### src/rtl/vrf_wb_arbiter.sv
// vrf_wb_arbiter: VRF write-port arbiter (ALU vs load), pending-write scoreboard and clear sequencer.
// Define VRF_WB_RR_EN for round-robin arbitration; otherwise loads win with fixed priority.
module vrf_wb_arbiter #(
  parameter int NUM_REGS  = 32,
  parameter int REG_WIDTH = 256,
  parameter int ADDR_W    = 5
) (
  input  logic                 clk,
  input  logic                 rst_n,
  input  logic                 alu_valid,
  input  logic [ADDR_W-1:0]    alu_addr,
  input  logic [REG_WIDTH-1:0] alu_data,
  output logic                 alu_ready,
  input  logic                 mem_valid,
  input  logic [ADDR_W-1:0]    mem_addr,
  input  logic [REG_WIDTH-1:0] mem_data,
  output logic                 mem_ready,
  input  logic                 claim_valid,
  input  logic [ADDR_W-1:0]    claim_addr,
  output logic                 claim_ready,
  output logic [NUM_REGS-1:0]  busy,
  input  logic                 clr_start,
  output logic                 clr_done,
  output logic                 WE3,
  output logic [ADDR_W-1:0]    A3,
  output logic [REG_WIDTH-1:0] WD3
);
  typedef enum logic [1:0] {IDLE, CLEAR, DONE} state_t;
  state_t state, state_nx;
  logic [ADDR_W-1:0] cnt, cnt_nx;
  logic idle, mem_win, xfer;
  logic [ADDR_W-1:0] wb_addr;
  logic [REG_WIDTH-1:0] wb_data;
  logic [NUM_REGS-1:0] wb_oh, claim_oh, commit_oh;
  assign idle = state == IDLE;
`ifdef VRF_WB_RR_EN
  logic rr_mem;
  assign mem_win = mem_valid && (!alu_valid || rr_mem);
  always_ff @(posedge clk or negedge rst_n)
    if (!rst_n) rr_mem <= 1'b1;
    else if (xfer) rr_mem <= alu_ready;
`else
  assign mem_win = mem_valid;
`endif
  assign mem_ready = idle && mem_win;
  assign alu_ready = idle && alu_valid && !mem_win;
  assign xfer      = mem_ready || alu_ready;
  assign wb_addr   = mem_ready ? mem_addr : alu_addr;
  assign wb_data   = mem_ready ? mem_data : alu_data;
  // One-hot decodes shift out to zero for addresses >= NUM_REGS, which makes them no-ops.
  assign wb_oh     = NUM_REGS'(1) << wb_addr;
  assign claim_oh  = NUM_REGS'(1) << claim_addr;
  assign commit_oh = WE3 ? NUM_REGS'(1) << A3 : '0;
  assign claim_ready = idle && claim_valid && !(|(busy & claim_oh));
  always_comb begin
    state_nx = state;
    cnt_nx = cnt;
    case (state)
      IDLE: if (clr_start) begin
        state_nx = CLEAR;
        cnt_nx = '0;
      end
      CLEAR: begin
        cnt_nx = cnt + 1'b1;
        state_nx = cnt == ADDR_W'(NUM_REGS - 1) ? DONE : CLEAR;
      end
      default: state_nx = IDLE;
    endcase
  end
  always_ff @(posedge clk or negedge rst_n)
    if (!rst_n) begin
      state <= IDLE;
      cnt <= '0;
    end else begin
      state <= state_nx;
      cnt <= cnt_nx;
    end
  // A claim landing on the same edge as the commit to that register wins (new owner).
  always_ff @(posedge clk or negedge rst_n)
    if (!rst_n) begin
      WE3 <= 1'b0;
      A3 <= '0;
      WD3 <= '0;
      busy <= '0;
      clr_done <= 1'b0;
    end else begin
      clr_done <= state == DONE;
      busy <= state == DONE ? '0 : (busy & ~commit_oh) | (claim_ready ? claim_oh : '0);
      if (state == CLEAR) begin
        WE3 <= 1'b1;
        A3 <= cnt;
        WD3 <= '0;
      end else begin
        WE3 <= xfer && |wb_oh;
        if (xfer) begin
          A3 <= wb_addr;
          WD3 <= wb_data;
        end
      end
    end
endmodule

### config.mk
export PLATFORM = sky130hd
export DESIGN_NAME = vrf_wb_arbiter
export DESIGN_NICKNAME = d
export VERILOG_FILES = /design/src/rtl/vrf_wb_arbiter.sv
export SDC_FILE = /design/constraint.sdc
export NUM_CORES = 1
export LEC_CHECK = 0
export ABC_AREA = 1
export BUFFER_PORTS_ARGS = -buffer_cell sky130_fd_sc_hd__buf_2
export CAP_MARGIN = 20
export CORE_AREA = 2 2 324 326
export CTS_BUF_LIST = sky130_fd_sc_hd__clkbuf_16
export CTS_CLUSTER_SIZE = 16
export DETAILED_ROUTE_END_ITERATION = 8
export DIE_AREA = 0 0 326 328
export SLEW_MARGIN = 20
export SYNTH_ARGS = -nofsm -noshare
export SYNTH_HDL_FRONTEND = slang
export SYNTH_SLANG_ARGS = --single-unit
### constraint.sdc
create_clock -name clk -period 2.21 [get_ports clk]
set_input_delay 0.221 -clock clk [delete_from_list [all_inputs] [get_ports clk]]
set_output_delay 0.221 -clock clk [all_outputs]
set_load 0.02 [all_outputs]
==> results.ini <==
[flow_run]
drv_cap = 0

[floorplan]
die_x_um = 326
die-area_mm2 = 0.1069
die_h_um = 328
start_util_pct = 14.53
coreArea_mm2 = 0.1032
placementRows = 118
ioPinCount = 831

[final_layout]
drive_above_1_share_pct = 33.68
fin_area_mm2 = 0.02522
multiInputGateArea_mm2 = 0.006554
layout_commonest_cell = buf_2
area_growth_syn_to_layout_pct = 68.18
ff_latch_area_mm2 = 0.007557
nNetsFinal = 3419
final_cell_mix = buf_2, nand2_1, dfrtp_1, dlygate4sd3_1, a21oi_1
fillCellCount = 11120

[global_route]
grt_max_degree = 141
grt_pass1_vias = 17940
antenna_found_initial = 29
overflow = 0
grt_usage_pct = 13.53
grt_pass1_wl_mm = 110.3

[logic_synthesis]
ys.flop_type = dfrtp_1
synth-seq-area-share_pct = 50.40
synth-edff-count = 0
ys_ff_latch = 302
syn-instance-count = 1770
syn-num-nets = 2305
avgSynthCellArea_um2 = 8.471
syn_area_mm2 = 0.01499
synth_cell_type_count = 26
yosys_warnings = 0
synthArstFlopShare_pct = 100.0

[sta]
finalMaxSlewViolations = 0
max_freq_ghz = 0.4709
tightest_slew_ns = 0.8737
setup_viol = 0
period_needed_ns = 2.123
clock_skew_ns = 0.01876
slew_headroom_pct = 41.75
hold_viol_final = 0
timing.final.crit_share_pct = 96.08

[setup_path]
slowest_delay_ns = 0.41
crit_path_max_fanout = 67
critPathLaunchType = flop
cp_cell_sequence = nor2_2, inv_2, nor2_4, buf_4, nor2_4, buf_12, buf_4, a21oi_1, a21o_1
crit_arrival_ns = 2.57
path_delay_family = buffers and inverters
required_ns = 2.66
crit_path_top_delay_cell = dfrtp_1
worst-r2r-setup-slack_ns = 0.09
r2r_cells = 9
critical_path_class = reg -> reg
worst_r2r_endpoint = WD3[77]
cp_num_buf_inv = 4
r2r-start = state[1]
cp-end-kind = flop

[power]
leakage_nw = 15.05
cellPowerDensity_mw_per_mm2 = 934.0
ir_drop_uv = 608.1
power_mw = 23.55

[placement]
routabilityCongestion = 0.9605
port_buffers = 830
dpl_cell_area_mm2 = 0.02088
hpwl_mm = 56.94

[clocking]
cts_buffers = 38
ctsHtreeMaxLevel = 2
tritoncts = built
cts.sinks = 302
clockBufferDepth = 3
cts-root-buf = clkbuf_16
clkLatencyLatePin_ns = 0.57
clk_pin_slew_ns = 0.06

[min_path]
whs_path_depth = 4
min_path_type = in -> reg
hold_end = WD3[24]
hp-start = mem_data[24]

[route]
drt_iter0_markers = 1103
drt_first_pass_iters = 5
final_antenna_net_count = 0
wl_per_cell_um = 17.83
routed_wl_mm = 76.73
drc_errors = 0
dr_total_vias = 17720
via_per_inst = 4.118

[outcome]
status = completed

[through the flow]
step / utilization, % / setup TNS [ns] / setup slack (ns) / cells / hold slack, ns
after detailed placement: 20.24 / 0 / 0.1036 / 3921 / 0.2496
after CTS: 24.28 / 0 / 0.0006528 / 4282 / 0.00006650
after global routing: 24.43 / -0.05186 / -0.01022 / 4301 / 0.01987
final: 24.44 / 0 / 0.08653 / 4302 / 0.05019
after floorplan: - / 0 / 0.3621 / 1770 / -0.07459
after global placement: 20.24 / 0 / 0.1328 / 3921 / 0.2440
[power by group]
group | leakage, nW | total (mW) | internal (mW) | switching (mW)
logic | 10.3 | 9.68 | 3.30 | 6.38
clock network | 0.619 | 6.20 | 3.67 | 2.53
registers | 4.13 | 7.68 | 6.73 | 0.941
total | 15.0 | 23.6 | 13.7 | 9.85
[state kept, by name, summed over array words and instances, names as in the netlist]
name,flops
WD3,256
busy,32
A3,5
cnt,5
state,2
WE3,1
clr_done,1
[layout make-up]
type                            count  area share [%]
Clock buffer                       41           4.068
Clock inverter                     25          0.7393
Sequential cell                   302           29.97
Antenna cell                       12          0.1191
Multi-Input combinational cell   1306           25.99
Timing Repair Buffer             1210           31.68
Inverter                           25          0.5408
Tap cell                         1380           6.847
Timing Repair inverter              1         0.04465
[per-layer routing]
layer  GRT usage [%]  vias up  part of all wire (%)
li1                -     8209                     -
met1           15.65     8422                    39
met2           22.64      881                    48
met3           4.577      186                   9.1
met4           5.961       18                   3.6
met5               0        -                  0.15
[worst reg2reg max path: stages, from the launching register on]
cell and delay, ns:
dfrtp_1 0.41, nor2_2 0.08, inv_2 0.07, nor2_4 0.05
buf_4 0.14, nor2_4 0.20, buf_12 0.25, buf_4 0.53
a21oi_1 0.10, a21o_1 0.16
[worst max path at each step]
stage	startpoint	end	depth (start not counted)
6_report	state[1]	WD3[77]	9
5_1_grt	state[1]	WD3[134]	9
4_1_cts	busy[3]	claim_ready	7
3_5_place_dp	state[1]	WD3[187]	9
3_3_place_gp	state[1]	WD3[198]	9
2_1_floorplan	state[0]	WD3[100]	9
[cells in the mapped netlist, types with 2 or more instances]
master,instances,area share (%)
buf_4,8,0.40
nand2_1,576,14
nand4_1,50,2.1
buf_6,29,2.2
buf_2,34,1.1
a21oi_1,290,9.7
nor2_1,51,1.3
mux2i_1,3,0.20
dfrtp_1,302,50
o21ai_0,39,1.3
o221ai_1,4,0.23
nor3_1,9,0.30
ha_1,2,0.17
inv_1,21,0.53
clkbuf_1,62,1.6
inv_2,4,0.10
nand3_1,15,0.50
buf_1,4,0.10
nor2_4,5,0.38
a21o_1,256,13
[timing repair]
item,4_1_cts,5_1_grt
pin swaps,0,7
cloned,0,2
setup buffers,0,6
resized for setup,2,10
endpoints found under the setup margin,1,46
hold endpoints to repair,234,0
hold buffers,295,0
[kinds of logic (layout without fill, tap and decap cells)]
group	Yosys count	after routing	synth area share (%)
AO/OA/AOI/OAI	591	591	24.12
other	0	12	0
multiplexers	3	3	0.2003
AND/OR/NAND/NOR	710	710	19.13
flip-flops	302	302	50.40
buffers and inverters	162	1302	5.991
adder cells (fa/ha/maj)	2	2	0.1669
No activity file was read; power rests on OpenSTA's default activity.
